### config.mk
export PLATFORM = sky130hd
export DESIGN_NAME = pwm_dekoder_flat
export DESIGN_NICKNAME = d
export VERILOG_FILES = /design/src/rtl/pwm_dekoder_if.sv /design/src/rtl/pwm_dekoder.sv /design/src/flat_wrapper.sv
export SDC_FILE = /design/constraint.sdc
export NUM_CORES = 1
export LEC_CHECK = 0
export ABC_CLOCK_PERIOD_IN_PS = 6300
export BUFFER_PORTS_ARGS = -buffer_cell sky130_fd_sc_hd__clkbuf_2
export CAP_MARGIN = 10
export CORE_MARGIN = 2
export CORE_UTILIZATION = 45
export DETAILED_ROUTE_END_ITERATION = 8
export PLACE_DENSITY_LB_ADDON = 0.08
export SETUP_SLACK_MARGIN = 0.05
export SLEW_MARGIN = 40
export SYNTH_ARGS = -nofsm -noshare
export SYNTH_HDL_FRONTEND = slang
export SYNTH_SLANG_ARGS = --single-unit
### constraint.sdc
create_clock -name in_clk -period 6.3 [get_ports in_clk]
set_clock_uncertainty 0.2 [all_clocks]
set_input_delay 0.63 -clock in_clk [delete_from_list [all_inputs] [get_ports in_clk]]
set_output_delay 0.63 -clock in_clk [all_outputs]
set_load 0.05 [all_outputs]
### src/rtl/pwm_dekoder_if.sv
// PWM decoder signal bundle: PWM line in, decoded level/strobe/no-signal out.
// master = PWM source / level consumer, slave = the decoder.
interface pwm_dekoder_if;
  logic       in_pwm;
  logic [1:0] out_poziom;
  logic       out_wazny;
  logic       out_brak_sygnalu;

  modport master (
    output in_pwm,
    input  out_poziom,
    input  out_wazny,
    input  out_brak_sygnalu
  );

  modport slave (
    input  in_pwm,
    output out_poziom,
    output out_wazny,
    output out_brak_sygnalu
  );
endinterface

### src/rtl/pwm_dekoder.sv
// Measures an asynchronous PWM line and recovers the 2-bit brightness code.
// Optional PWM_DEKODER_FILTR_EN: level changes need two agreeing measurements.
module pwm_dekoder #(
  parameter int unsigned rozmiar_licznika = 16,
  parameter int unsigned limit_okresu     = 2**(rozmiar_licznika+1),
  parameter int unsigned min_okres        = 16
) (
  input  logic         in_clk,
  input  logic         in_reset_n,
  pwm_dekoder_if.slave bus
);

  localparam int unsigned CW = rozmiar_licznika + 2;
  localparam int unsigned PW = rozmiar_licznika + 10;
  localparam logic [CW-1:0] LIMIT     = CW'(limit_okresu);
  localparam logic [CW-1:0] MIN_OKRES = CW'(min_okres);

  typedef enum logic [1:0] {CZEKAJ, POMIAR, STALY_WYS} stan_t;

  stan_t         stan, stan_nast;
  logic          s1, s2, s3;
  logic          zbocze_nar, zbocze_opad;
  logic [CW-1:0] okres, okres_nast;
  logic [CW-1:0] wysoki, wysoki_nast;
  logic [CW-1:0] niski, niski_nast;
  logic          limit_wys, limit_nis;
  logic [1:0]    klasa;
  logic [1:0]    poziom, poziom_nast;
  logic          wazny, wazny_nast;
  logic          brak, brak_nast;
`ifdef PWM_DEKODER_FILTR_EN
  logic [1:0]    kand, kand_nast;
  logic          kand_ok, kand_ok_nast;
`endif

  function automatic logic [CW-1:0] nasyc(input logic [CW-1:0] v, input logic en);
    return (en && v != LIMIT) ? v + CW'(1) : v;
  endfunction

  assign zbocze_nar  = s2 & ~s3;
  assign zbocze_opad = ~s2 & s3;

  // Counters; the rising-edge cycle itself is the first cycle of the new period.
  always_comb begin
    okres_nast  = nasyc(okres, 1'b1);
    wysoki_nast = nasyc(wysoki, s2);
    niski_nast  = s2 ? '0 : nasyc(niski, 1'b1);
    limit_wys   = s2 && (wysoki != LIMIT) && (wysoki_nast == LIMIT);
    limit_nis   = (niski != LIMIT) && (niski_nast == LIMIT);
    if (zbocze_nar) begin
      okres_nast  = CW'(1);
      wysoki_nast = CW'(1);
      limit_wys   = 1'b0;
    end
  end

  // Division-free duty classification against Q8 geometric midpoints.
  always_comb begin
    logic [PW-1:0] w_q8, p_ext;
    w_q8  = PW'(wysoki) << 8;
    p_ext = PW'(okres);
    if (w_q8 >= p_ext * PW'(174))     klasa = 2'b11;
    else if (w_q8 >= p_ext * PW'(81)) klasa = 2'b10;
    else if (w_q8 >= p_ext * PW'(38)) klasa = 2'b01;
    else                              klasa = 2'b00;
  end

  always_comb begin
    stan_nast   = stan;
    poziom_nast = poziom;
    wazny_nast  = 1'b0;
    brak_nast   = brak;
`ifdef PWM_DEKODER_FILTR_EN
    kand_nast    = kand;
    kand_ok_nast = kand_ok;
`endif
    unique case (stan)
      CZEKAJ: begin
        if (zbocze_nar) begin
          stan_nast = POMIAR;
        end else if (limit_nis) begin
          poziom_nast = 2'b00;
          brak_nast   = 1'b1;
          wazny_nast  = 1'b1;
`ifdef PWM_DEKODER_FILTR_EN
          kand_ok_nast = 1'b0;
`endif
        end
      end
      POMIAR: begin
        if (zbocze_nar) begin
          if (okres >= MIN_OKRES) begin
            brak_nast = 1'b0;
`ifdef PWM_DEKODER_FILTR_EN
            if (klasa == poziom) begin
              kand_ok_nast = 1'b0;
            end else if (kand_ok && kand == klasa) begin
              poziom_nast  = klasa;
              wazny_nast   = 1'b1;
              kand_ok_nast = 1'b0;
            end else begin
              kand_nast    = klasa;
              kand_ok_nast = 1'b1;
            end
            if (brak) wazny_nast = 1'b1;
`else
            poziom_nast = klasa;
            wazny_nast  = 1'b1;
`endif
          end
        end else if (limit_wys) begin
          poziom_nast = 2'b11;
          brak_nast   = 1'b0;
          wazny_nast  = 1'b1;
          stan_nast   = STALY_WYS;
`ifdef PWM_DEKODER_FILTR_EN
          kand_ok_nast = 1'b0;
`endif
        end else if (limit_nis) begin
          poziom_nast = 2'b00;
          brak_nast   = 1'b1;
          wazny_nast  = 1'b1;
          stan_nast   = CZEKAJ;
`ifdef PWM_DEKODER_FILTR_EN
          kand_ok_nast = 1'b0;
`endif
        end
      end
      STALY_WYS: begin
        if (zbocze_opad) stan_nast = CZEKAJ;
      end
      default: stan_nast = CZEKAJ;
    endcase
  end

  always_ff @(posedge in_clk) begin
    if (!in_reset_n) begin
      stan   <= CZEKAJ;
      s1     <= 1'b0;
      s2     <= 1'b0;
      s3     <= 1'b0;
      okres  <= '0;
      wysoki <= '0;
      niski  <= '0;
      poziom <= 2'b00;
      wazny  <= 1'b0;
      brak   <= 1'b0;
`ifdef PWM_DEKODER_FILTR_EN
      kand    <= 2'b00;
      kand_ok <= 1'b0;
`endif
    end else begin
      stan   <= stan_nast;
      s1     <= bus.in_pwm;
      s2     <= s1;
      s3     <= s2;
      okres  <= okres_nast;
      wysoki <= wysoki_nast;
      niski  <= niski_nast;
      poziom <= poziom_nast;
      wazny  <= wazny_nast;
      brak   <= brak_nast;
`ifdef PWM_DEKODER_FILTR_EN
      kand    <= kand_nast;
      kand_ok <= kand_ok_nast;
`endif
    end
  end

  assign bus.out_poziom       = poziom;
  assign bus.out_wazny        = wazny;
  assign bus.out_brak_sygnalu = brak;

endmodule

### src/flat_wrapper.sv
// flat-port wrapper written by rule: the top's interface ports become plain ports
module pwm_dekoder_flat 
#(
  parameter int unsigned rozmiar_licznika = 16,
  parameter int unsigned limit_okresu     = 2**(rozmiar_licznika+1),
  parameter int unsigned min_okres        = 16
)
  (in_clk, in_reset_n, bus_in_pwm, bus_out_poziom, bus_out_wazny, bus_out_brak_sygnalu);
  pwm_dekoder_if bus_i ();
  input  logic in_clk;
  input  logic in_reset_n;
  input wire logic [$bits(bus_i.in_pwm)-1:0] bus_in_pwm;
  output wire logic [$bits(bus_i.out_poziom)-1:0] bus_out_poziom;
  output wire logic [$bits(bus_i.out_wazny)-1:0] bus_out_wazny;
  output wire logic [$bits(bus_i.out_brak_sygnalu)-1:0] bus_out_brak_sygnalu;
  assign bus_i.in_pwm = bus_in_pwm;
  assign bus_out_poziom = bus_i.out_poziom;
  assign bus_out_wazny = bus_i.out_wazny;
  assign bus_out_brak_sygnalu = bus_i.out_brak_sygnalu;
  pwm_dekoder #(.rozmiar_licznika(rozmiar_licznika), .limit_okresu(limit_okresu), .min_okres(min_okres)) u_core (.in_clk(in_clk), .in_reset_n(in_reset_n), .bus(bus_i));
endmodule
# [Yosys cells after proc, flatten, opt, wreduce, memory -nomap -nowiden]
# Cells that the tools add are included.
# Widths: inputs -> output; s select.
[word_totals] ff_bits=63 inputBits=3 output_inout_bits=4 wordCells=83
[op_classes] add_sub_neg=3 mul=3 magnitude_cmp=4 eq_ne=13 mux=34 bitwise_logic=5 n_reduce_logical=9
[ops] operator="$add 18x1->18 const B" count=3
[ops] operator="$mux 18" count=3
[ops] operator="$ne 18x18->1 const B" count=3
[ops] operator="$mul 18x7->25 const B" count=2
[ops] operator="$eq 18x18->1 const B" count=2
[ops] operator="$ge 26x24->1" count=1
[ops] operator="$ge 26x25->1" count=1
[ops] operator="$ge 26x26->1" count=1
[ops] operator="$mux 2" count=12
[ops] operator="$mul 18x5->23 const B" count=1
[ops] operator="$ge 18x5->1 const B" count=1
[ops] operator="$mux 1" count=15
[ops] operator="$pmux 2 s3" count=1
[ops] operator="$ne 2x1->1 const B" count=2
[ops] operator="$ne 2x2->1 const B" count=2
[ops] operator="$pmux 1 s2" count=2
[ops] operator="$pmux 2 s2" count=1
[ops] operator="$reduce_and 4->1" count=1
[ops] operator="$reduce_bool 2->1" count=2
[ops] operator="$logic_and 1x1->1" count=3
[ops] operator="$ne 3x1->1 const B" count=1
[ops] operator="$ne 3x3->1 const B" count=1
[ops] operator="$not 1->1" count=3
[ops] operator="$reduce_and 3->1" count=1
[ops] operator="5 further kinds" count=6

# [Longest topological paths before layout]
# Gate-level depths: netlist of the first run.
[logic_depth] word_depth=9 depth_mapped=28 mapped_depth_nobuf=28

# [Worst setup path after synthesis of the first run]
# OpenSTA, ideal clock, no wires.
[synth_path] path_type="register to register" start="reg u_core.okres[12]" end="reg u_core.poziom[0] (netlist: u_core.bus.out_poziom[0])" setup_time_ns=0.127 t_arrival_ns=5.701 required_ns=5.973 slack_ns=0.272 stages_incl_launch_ff=28 path_buffers=1 period_less_slack_ns=6.028 path_cell_list="dfxtp_1 -> inv_1 -> ha_1 -> fa_1 -> fa_1 -> inv_1 -> fa_1 -> inv_1 -> ha_1 -> clkbuf_1 -> a21o_1 -> a21o_1 -> a21o_1 -> a21o_1 -> a22o_1 -> a211oi_1 -> or3_1 -> xnor2_1 -> ha_1 -> nand4_1 -> nor2_1 -> nor3_1 -> a21oi_1 -> or3_1 -> a21oi_1 -> a21boi_0 -> o21ba_2 -> o22ai_1"
[synth_via] elab_chain_cells=8 word_cells_on_any_way=15 cone_classes="mul (3); order compare (4); eq/ne (1); mux (6); reduce/logical (1)"
[synth_rtl] item="start, declared" line_no="pwm_dekoder.sv:23" text="logic [CW-1:0] okres, okres_nast;"
[synth_rtl] item="start signal, assigned" line_no="pwm_dekoder.sv:157" text="okres <= okres_nast;"
[synth_rtl] item="$mul 18x5->23" line_no="pwm_dekoder.sv:64" text="else if (w_q8 >= p_ext * PW'(38)) klasa = 2'b01;"
[synth_rtl] item="$ge 26x24->1" line_no="pwm_dekoder.sv:64"
[synth_rtl] item="$mux 1" line_no="pwm_dekoder.sv:64"
[synth_rtl] item="$mux 2" line_no="pwm_dekoder.sv:63" text="else if (w_q8 >= p_ext * PW'(81)) klasa = 2'b10;"
[synth_rtl] item="$mux 2" line_no="pwm_dekoder.sv:62" text="if (w_q8 >= p_ext * PW'(174)) klasa = 2'b11;"
[synth_rtl] item="$mux 2" line_no="pwm_dekoder.sv:92" text="if (okres >= MIN_OKRES) begin"
[synth_rtl] item="$mux 2" line_no="pwm_dekoder.sv:91" text="if (zbocze_nar) begin"
[synth_rtl] item="$pmux 2 s2" line_no="pwm_dekoder.sv:77" text="unique case (stan)"
[synth_rtl] item="end signal, assigned" line_no="pwm_dekoder.sv:160" text="poziom <= poziom_nast;"
[synth_rtl] item="end, declared" line_no="pwm_dekoder.sv:28" text="logic [1:0] poziom, poziom_nast;"
# Parallel ways exist; a longest one is shown, timed or not. The select of a mux whose other input is x is not followed.
# A chain may end at the register's enable or synchronous reset.

# [Final worst setup path of the first run]
# Ends and elaborated chain as after synthesis.

==> flow_metrics.env, run 1 <==
export IMPL_swShare=0.293
export IMPL_dp_slack_ns=0.00197
export IMPL_wl_per_cell_um=17.1
export IMPL_p_comb_frac=0.124
export IMPL_dr_pass1_iters=5
export IMPL_synth_area_mm2=0.0102
export IMPL_yosysWarningCount=0
export IMPL_critPathArrivalTime_ns=6.01
export IMPL_grt_max_degree=35
export IMPL_avgSynthCellArea_um2=8.48
export IMPL_initial_core_util=0.455
export IMPL_final_net_count=1562
export IMPL_fillerInstances=2184
export IMPL_fin_total_pwr_mw=1.15
export IMPL_insertion_delay_ns=0.36
export IMPL_post_dp_hpwl_um=21900
export IMPL_grt_usage=0.228
export IMPL_finalHoldViolations=0
export IMPL_gp_congestion=0.870
export IMPL_p_clk_frac=0.522
export IMPL_wl_um=26500
export IMPL_io_pins=7
export IMPL_drt_iter0_drc=514
export IMPL_cts_buffers=9
export IMPL_rsz0062_at_grt="no"
export IMPL_yosysUniqueCellTypes=52
export IMPL_grt_antenna_before_repair=1
export IMPL_clk_pin_slew_ns=0.08
export IMPL_max_freq_mhz=167
export IMPL_worstMarginPinSlew_ns=0.652
export IMPL_core_area_mm2=0.0224
export IMPL_die_area_mm2=0.0239
export IMPL_vias=8220
export IMPL_synth_flop_cell="dfxtp_1"
export IMPL_crit_path_end_kind="flip-flop"
export IMPL_yosys_top_cells_area="ha_1 28%, fa_1 13%, dfxtp_1 12%"
export IMPL_synth_top_area_cell="ha_1"
export IMPL_power_density_mw_per_mm2=98.5
export IMPL_final_max_slew_viol_count=0
export IMPL_yosysSeqAreaShare=0.124
export IMPL_cts_root_buf="clkbuf_16"
export IMPL_post_route_period_util=0.951
export IMPL_overflow=0
export IMPL_grt_pass1_vias=8132
export IMPL_cts_buffer_depth=2
export IMPL_clock_sinks=63
export IMPL_timing_final_ws_setup_ns=0.311
export IMPL_switchingPower_mw=0.338
export IMPL_antenna_cells=0
export IMPL_drc=0
export IMPL_die_y_um=155
export IMPL_holdWs_ns=0.252
export IMPL_grt_pass1_wl_um=42800
export IMPL_seqPwrFrac=0.354
export IMPL_multi_input_area_mm2=0.00856
export IMPL_min_path_type="flip-flop to flip-flop"
export IMPL_cts_tree="yes"
export IMPL_dieWidth_um=155
export IMPL_cell_internal_pwr_mw=0.814
export IMPL_yosys_register_bits=63
export IMPL_fin_crit_ns=5.99
export IMPL_max_vdd_ir_drop_uv=104
export IMPL_outcome="completed"
export IMPL_worstSetupPathType="flip-flop to flip-flop"
export IMPL_drive_gt1_frac=0.129
export IMPL_port_buffers=6
export IMPL_post_synth_inst_count=1203
export IMPL_cap_viol_max_count=0
export IMPL_tns_ns=0
export IMPL_p_leak_nw=6.16
export IMPL_area_growth_pct=14.5
export IMPL_synth_edf_count=0
export IMPL_max_slew_margin_rel=0.559
export IMPL_worstPathRequired_ns=6.32
export IMPL_crit_path_max_fanout=4
export IMPL_seq_area_mm2=0.00129
export IMPL_async_flop_share=0
export IMPL_setup_viol=0
export IMPL_ant_nets=0
export IMPL_routed_via_density=5.30
export IMPL_synth_top_area_share=0.283
export IMPL_htree_num_levels=3
export IMPL_syn_nets=1505
export IMPL_rows=55
export IMPL_start_kind="flip-flop"
layer usage:
metal	share of wire	vias up	global-route usage
met1	0.49	3851	0.318
met5	0	-	0
met3	0.024	21	0.0297
met4	0.010	0	0.0428
met2	0.47	104	0.380
li1	-	4244	-
stage by stage:
step	cells	instance area (um^2)	util
after floorplan	1203	10200	-
after global placement	1516	10800	0.483
after detailed placement	1516	10800	0.483
after CTS	1532	11200	0.498
after global routing	1550	11700	0.521
final	1550	11700	0.521
path summary, 6_finish.rpt:
check                                      from                                    end  slack, ns  cells after the start
hold reg to reg            u_core.s1$_SDFF_PN0_                   u_core.s2$_SDFF_PN0_       0.25                      1
hold / removal             u_core.s1$_SDFF_PN0_                   u_core.s2$_SDFF_PN0_       0.25                      1
setup / recovery  u_core.okres[12]$_SDFFE_PP0P_  u_core.bus.out_poziom[0]$_SDFFE_PN0P_       0.31                     27
setup reg to reg  u_core.okres[12]$_SDFFE_PP0P_  u_core.bus.out_poziom[0]$_SDFFE_PN0P_       0.31                     27
placed cells by master, fill, tap and decap left out, drive strengths merged, types with 8 or more instances in the layout:
cell,count
nand2,55
nor4,11
nor2,103
a211oi,8
nand3,32
xor2,49
buf,63
clkbuf,15
nor3,32
ha,231
nand2b,13
and3,17
o21ai,45
or2,8
dfxtp,63
a21o,32
a21oi,57
nand4,19
a31oi,9
nor2b,12
fa,68
o21a,8
and2,8
inv,163
xnor2,64
power by group through the flow:
stage          clock network (mW)  logic, mW  registers (mW)
6_report                    0.601      0.143           0.408
5_1_grt                     0.632      0.163           0.409
4_1_cts                     0.615      0.139           0.411
3_5_place_dp                    0      0.138           0.420
3_3_place_gp                    0      0.138           0.420
2_1_floorplan                   0     0.0963           0.418
cell type report:
class	count	area share
inverters	163	0.0532
well taps	285	0.0305
multi-input cells	954	0.733
repair buffers	69	0.0451
clock buffers	9	0.0193
flip-flops and latches	63	0.110
clock inverters	7	0.00888
flip-flops by register name, summed over array words and instances, names as in the netlist:
signal	count
u_core.niski	18
u_core.wysoki	18
u_core.bus.out_wazny	1
u_core.s3	1
u_core.s2	1
u_core.bus.out_poziom	2
u_core.stan	2
u_core.okres	18
u_core.s1	1
u_core.bus.out_brak_sygnalu	1
critical path: stages, from the launching register on:
cell and delay, ns:
dfxtp_4 0.37, buf_12 0.13, ha_4 0.26, inv_1 0.05
fa_1 0.48, inv_1 0.05, fa_1 0.49, inv_2 0.04
fa_1 0.48, inv_2 0.05, ha_4 0.22, a21oi_2 0.12
nor2b_1 0.06, or4_1 0.49, o21a_1 0.24, a211o_1 0.31
a21oi_2 0.13, xor2_1 0.20, ha_1 0.27, nand4_1 0.09
nor2_2 0.07, nand4_1 0.08, nor3_2 0.07, or3_1 0.39
a21oi_2 0.16, a21boi_2 0.18, o21ba_2 0.13, o22ai_1 0.05
synth_stat cells (8+ instances only):
cell      number
clkbuf_1      19
nand2b_1      13
a31oi_1        9
xnor2_1       64
nor2b_1       12
a211oi_1       8
nor4_1        11
dfxtp_1       63
o21ai_0       45
and3_1        17
a21oi_1       55
nand3_1       32
nand2_1       55
nor2_1       103
inv_1        163
ha_1         231
or2_2          8
a21o_1        30
xor2_1        49
nand4_1       19
nor3_1        31
fa_1          68
o21a_1         8
and2_1         8
cells by family after synthesis:
kind of cell | share of synthesized area
DFF | 0.124
and+or+nand+nor | 0.161
adders and majority gates | 0.417
buffers and inverters | 0.0689
muxes | 0.00392
xor gates and xnor gates | 0.0970
AOI/OAI and AO/OA | 0.129
repair_timing:
action,in CTS,in global routing
hold buffers,0,0
gates resized for setup,5,79
pin swaps,1,40
setup buffers,0,18
endpoints found under the setup margin,2,2
Note: power is estimated with default switching activity, not from simulation.
==> run 2: changes to the inputs <==
CELL_PAD_IN_SITES_DETAIL_PLACEMENT = 0   (was unset)
CELL_PAD_IN_SITES_GLOBAL_PLACEMENT = 1   (was unset)
MAX_ROUTING_LAYER = met4   (was unset)
==> run 2 against run 1 <==
  * Clock-buffer cell count unchanged
  * Clock power up 3.3%
  * Hold slack worse by 0.0090 ns
  * Sequential power about the same
  * Combinational power about the same
  * Die area unchanged
  * Final area down 3.8%
  * Sequential share of layout area up 0.31 points
  * Register-to-register slack about the same
  * Power up 1.8%
  * Fmax about the same
==> flow_metrics.env, run 2 (same netlist as run 1, synthesis figures left out) <==
export IMPL_outcome="completed"
export IMPL_grt_max_degree=22
export IMPL_crit_path_max_fanout=7
export IMPL_cts_tree="yes"
export IMPL_worstReg2RegStart="u_core.okres[11]$_SDFFE_PP0P_"
export IMPL_initial_core_util=0.455
export IMPL_power_density_mw_per_mm2=104
export IMPL_wl_per_cell_um=17.8
export IMPL_max_vdd_ir_drop_uv=119
export IMPL_crit_path_end_kind="flip-flop"
export IMPL_gp_congestion=0.874
export IMPL_cts_buffer_depth=2
export IMPL_p_leak_nw=6.08
export IMPL_port_buffers=6
export IMPL_start_kind="flip-flop"
export IMPL_dieWidth_um=155
export IMPL_insertion_delay_ns=0.35
export IMPL_layout_common_cells="226 x ha_1, 160 x inv_1, 102 x nor2_1, 68 x fa_1, 64 x xnor2_1"
export IMPL_antenna_cells=0
export IMPL_grt_usage=0.243
export IMPL_grt_pass1_vias=8184
export IMPL_worstHoldStart="u_core.s1$_SDFF_PN0_"
export IMPL_worstMarginPinSlew_ns=0.802
export IMPL_min_to="u_core.s2$_SDFF_PN0_"
export IMPL_core_area_mm2=0.0224
export IMPL_rows=55
export IMPL_cap_viol_max_count=0
export IMPL_cts_buffers=9
export IMPL_min_path_type="flip-flop to flip-flop"
export IMPL_die_area_mm2=0.0239
export IMPL_routed_via_density=5.38
export IMPL_critPathSlowestCell="fa_1"
export IMPL_rsz0062_at_grt="no"
export IMPL_final_common_cell="ha_1"
export IMPL_grt_antenna_before_repair=1
export IMPL_min_path_cells=1
export IMPL_clock_sinks=63
export IMPL_cts_root_buf="clkbuf_16"
export IMPL_drt_iter0_drc=349
export IMPL_drc=0
export IMPL_critPathArrivalTime_ns=6.00
export IMPL_area_growth_pct=10.2
export IMPL_post_dp_hpwl_um=22800
export IMPL_dr_pass1_iters=4
export IMPL_htree_num_levels=3
export IMPL_finalHoldViolations=0
export IMPL_r2r_cells=26
export IMPL_grt_pass1_wl_um=44000
export IMPL_final_net_count=1533
export IMPL_io_pins=7
export IMPL_tns_ns=0
export IMPL_drive_gt1_frac=0.0866
export IMPL_overflow=0
export IMPL_crit_start="u_core.okres[11]$_SDFFE_PP0P_"
export IMPL_wl_um=27100
export IMPL_ff2ff_setup_slack_ns=0.32
export IMPL_ant_nets=0
export IMPL_worstPathRequired_ns=6.32
export IMPL_max_slew_margin_rel=0.461
export IMPL_fin_util=0.501
export IMPL_fillerInstances=2226
export IMPL_clk_pin_slew_ns=0.07
export IMPL_worstSetupPathType="flip-flop to flip-flop"
export IMPL_max_freq_mhz=167
export IMPL_cts_hold_buf=0
export IMPL_die_y_um=155
export IMPL_timing_rr_end="u_core.bus.out_poziom[0]$_SDFFE_PN0P_"
export IMPL_vias=8183
export IMPL_fin_crit_ns=5.98
export IMPL_final_max_slew_viol_count=0
export IMPL_crit_top_cell="inv_1"
export IMPL_post_route_period_util=0.950
export IMPL_reg_largest_list="u_core.niski x18, u_core.okres x18, u_core.wysoki x18"
export IMPL_setup_viol=0
export IMPL_max_stage_delay_ns=0.50
[run 2: changes by cell type in the layout (fill, tap and decap cells not counted), sizes merged]
cell | previous run | this run
clkinv | 3 | 1
bufinv | 2 | 3
inv | 163 | 166
clkinvlp | 2 | 0
buf | 63 | 34
[run 2: worst max path at each step]
| stage | to | slack, ns |
|---|---|---|
| 2_1_floorplan | u_core.bus.out_poziom[0]$_SDFFE_PN0P_ | 0.27 |
| 3_3_place_gp | u_core.bus.out_poziom[0]$_SDFFE_PN0P_ | 0.14 |
| 3_5_place_dp | u_core.bus.out_poziom[0]$_SDFFE_PN0P_ | 0.06 |
| 4_1_cts | u_core.bus.out_poziom[0]$_SDFFE_PN0P_ | 0.07 |
| 5_1_grt | u_core.bus.out_poziom[0]$_SDFFE_PN0P_ | 0.04 |
| 6_report | u_core.bus.out_poziom[0]$_SDFFE_PN0P_ | 0.32 |
[run 2: critical path, delay by kind of cell (launching register included)]
family,cells,cell delay [ns]
DFF,1,0.44
xor gates and xnor gates,1,0.16
buffers and inverters,4,0.23
and+or+nand+nor,6,1.16
adders and majority gates,6,2.34
AOI/OAI and AO/OA,9,1.33
[run 2: per-layer routing]
metal	vias to the layer above	global-route usage	share of wire
met1	3921	0.316	0.48
met4	0	0.0384	0.0080
li1	4181	-	-
met2	68	0.414	0.49
met5	-	-	0
met3	13	0.0300	0.023
[run 2: cell type report]
type / count / area, um^2 / area share
sequential: 63 / 1280 / 0.114
clock inverter: 7 / 125 / 0.0111
inverter: 163 / 612 / 0.0544
tap: 285 / 357 / 0.0317
clock buffer: 9 / 225 / 0.0200
multi-input combinational: 954 / 8370 / 0.744
timing repair buffer: 40 / 285 / 0.0254
[run 2: where the power goes]
part,internal (mW),switching (mW),leakage [nW]
Combinational,0.0583,0.0828,5.39
Clock,0.392,0.228,0.171
Sequential,0.402,0.00802,0.514
Total,0.853,0.319,6.08
[run 2: per-stage QoR]
step | instance area [um^2] | power [mW] | std cells | hold slack [ns] | setup slack (ns)
floorplan | 10200 | 0.515 | 1203 | 0.212 | 0.272
global placement | 10700 | 0.559 | 1504 | 0.215 | 0.141
detailed placement | 10700 | 0.559 | 1504 | 0.233 | 0.0575
CTS | 11100 | 1.19 | 1520 | 0.249 | 0.0668
global route | 11200 | 1.22 | 1521 | 0.277 | 0.0357
finish | 11200 | 1.17 | 1521 | 0.243 | 0.316
[run 2: what timing repair did]
action | CTS | global route
gates resized for setup | 1 | 43
pin swaps | 0 | 7
buffers inserted | 0 | 1
setup endpoints to repair | 1 | 2
==> run 3: changes to the inputs <==
SETUP_SLACK_MARGIN = 0.5   (was 0.05)
==> run 3 against run 2 <==
  * Clock power barely moved
  * Worst setup slack better by 0.15 ns
  * Power up 0.93%
  * Clock-buffer cell count is the same
  * Global-route usage up 0.51 points
  * Die area is the same
  * Register-to-register slack gained 0.15 ns
  * Combinational power increased by 7%
  * Cell count rose by 1.8%
  * Fmax grew 2.5%
  * Final area grew 5.5%
  * Highest routed layer unchanged
==> flow_metrics.env, run 3 (same netlist as run 1, synthesis figures left out) <==
export IMPL_fin_area_mm2=0.0119
export IMPL_clk_pin_slew_ns=0.06
export IMPL_cts_tree="yes"
export IMPL_min_path_cells=1
export IMPL_die_area_mm2=0.0239
export IMPL_vias=8304
export IMPL_wl_per_cell_um=17.9
export IMPL_power_density_mw_per_mm2=99.7
export IMPL_drt_iter0_drc=367
export IMPL_cell_internal_pwr_mw=0.857
export IMPL_start_kind="flip-flop"
export IMPL_clock_sinks=63
export IMPL_p_leak_nw=6.15
export IMPL_dp_cells=1503
export IMPL_outcome="completed"
export IMPL_gp_congestion=0.880
export IMPL_switchingPower_mw=0.326
export IMPL_fin_util=0.529
export IMPL_reg_largest_list="u_core.niski x18, u_core.okres x18, u_core.wysoki x18"
export IMPL_post_dp_hpwl_um=22600
export IMPL_fin_crit_ns=5.84
export IMPL_cap_viol_max_count=0
export IMPL_wl_um=27700
export IMPL_rsz0062_at_grt="yes"
export IMPL_layoutNonFillerInstCount=1548
export IMPL_max_slew_margin_rel=0.442
export IMPL_crit_path_end_kind="flip-flop"
export IMPL_insertion_delay_ns=0.35
export IMPL_cts_hold_buf=0
export IMPL_r2r_cells=27
export IMPL_dr_pass1_iters=5
export IMPL_post_route_period_util=0.927
export IMPL_rows=55
export IMPL_grt_max_degree=35
export IMPL_max_stage_delay_ns=0.53
export IMPL_drive_gt1_frac=0.150
export IMPL_die_y_um=155
export IMPL_cts_buffer_depth=2
export IMPL_setup_viol=0
export IMPL_fillerInstances=2157
export IMPL_final_net_count=1560
export IMPL_grt_pass1_wl_um=45100
export IMPL_io_pins=7
export IMPL_antenna_cells=0
export IMPL_grt_pass1_vias=8397
export IMPL_seqPwrFrac=0.345
export IMPL_p_comb_frac=0.127
export IMPL_layout_common_cells="205 x ha_1, 148 x inv_1, 101 x nor2_1, 64 x xnor2_1, 63 x fa_1"
export IMPL_final_max_slew_viol_count=0
export IMPL_placedInstanceArea_mm2=0.0108
export IMPL_worstMarginPinSlew_ns=0.829
export IMPL_area_growth_pct=16.2
export IMPL_max_freq_mhz=171
export IMPL_crit_path_max_fanout=4
export IMPL_critPathArrivalTime_ns=5.86
export IMPL_tns_ns=0
export IMPL_p_clk_frac=0.528
export IMPL_core_area_mm2=0.0224
export IMPL_critPathSlowestCell="fa_1"
export IMPL_routed_via_density=5.36
export IMPL_cts_root_buf="clkbuf_16"
export IMPL_grt_antenna_before_repair=0
export IMPL_worstPathRequired_ns=6.32
export IMPL_grt_usage=0.248
export IMPL_cts_buffers=9
export IMPL_drc=0
export IMPL_max_vdd_ir_drop_uv=86.9
export IMPL_ant_nets=0
export IMPL_dieWidth_um=155
export IMPL_crit_top_cell="a21o_1"
export IMPL_worstSetupPathType="flip-flop to flip-flop"
export IMPL_min_path_type="flip-flop to flip-flop"
export IMPL_initial_core_util=0.455
export IMPL_port_buffers=6
export IMPL_finalHoldViolations=0
export IMPL_overflow=0
export IMPL_htree_num_levels=3
export IMPL_final_common_cell="ha_1"
export IMPL_swShare=0.276
-- run 3: cell types whose count changed in the layout (fill, tap and decap cells not counted), moves of 3 or more --
cell | before | now
inv_1 | 160 | 148
dfxtp_4 | 2 | 8
fa_2 | 0 | 5
ha_4 | 2 | 22
buf_4 | 34 | 57
fa_1 | 68 | 63
inv_2 | 3 | 11
dfxtp_1 | 54 | 48
buf_6 | 0 | 4
nor3_1 | 30 | 27
ha_1 | 226 | 205
nor3_2 | 2 | 5
-- run 3: stage by stage --
step,setup slack (ns),power (mW),hold slack [ns]
after floorplan,0.501,0.514,0.212
after global placement,0.0824,0.556,0.216
after detailed placement,0.0751,0.556,0.223
after CTS,0.433,1.20,0.226
after global routing,0.152,1.23,0.236
final,0.461,1.18,0.223
-- run 3: final timing paths --
path                            startpoint                                     to  slack (ns)
min reg2reg           u_core.s1$_SDFF_PN0_                   u_core.s2$_SDFF_PN0_        0.22
max reg2reg  u_core.okres[12]$_SDFFE_PP0P_  u_core.bus.out_poziom[0]$_SDFFE_PN0P_        0.46
min                   u_core.s1$_SDFF_PN0_                   u_core.s2$_SDFF_PN0_        0.22
max          u_core.okres[12]$_SDFFE_PP0P_  u_core.bus.out_poziom[0]$_SDFFE_PN0P_        0.46
-- run 3: worst max-delay path: cells and delay by family (launching register included) --
kind | cells | cell delay (ns)
simple gates | 5 | 0.64
xor+xnor | 1 | 0.22
flops | 1 | 0.37
fa+ha+maj | 6 | 2.19
buf+inv | 3 | 0.23
compound gates | 12 | 1.87
-- run 3: layer usage --
layer  wire (um)  up-vias  GRT usage
met3         552       20     0.0219
li1            -     4244          -
met5           0        -          -
met1       13300     3958      0.327
met2       13500       82      0.421
met4         333        0     0.0441
-- run 3: power by group through the flow --
stage / Combinational (mW) / Clock, mW / Sequential [mW]
6_report: 0.151 / 0.624 / 0.408
5_1_grt: 0.171 / 0.649 / 0.409
4_1_cts: 0.148 / 0.640 / 0.408
3_5_place_dp: 0.136 / 0 / 0.420
3_3_place_gp: 0.136 / 0 / 0.420
2_1_floorplan: 0.0965 / 0 / 0.418
-- run 3: area by class of cell --
class                   count  area (um^2)  area share
multi-input cells         954         8720       0.735
flip-flops and latches     63         1300       0.110
inverters                 163          629      0.0531
repair buffers             67          503      0.0424
well taps                 285          357      0.0301
clock buffers               9          225      0.0190
clock inverters             7          128      0.0108
-- run 3: repair_timing --
item | in CTS | in global routing
buffers inserted | 22 | 7
gates cloned | 0 | 0
resized for setup | 82 | 22
pin swaps | 42 | 37
setup endpoints to repair | 2 | 2
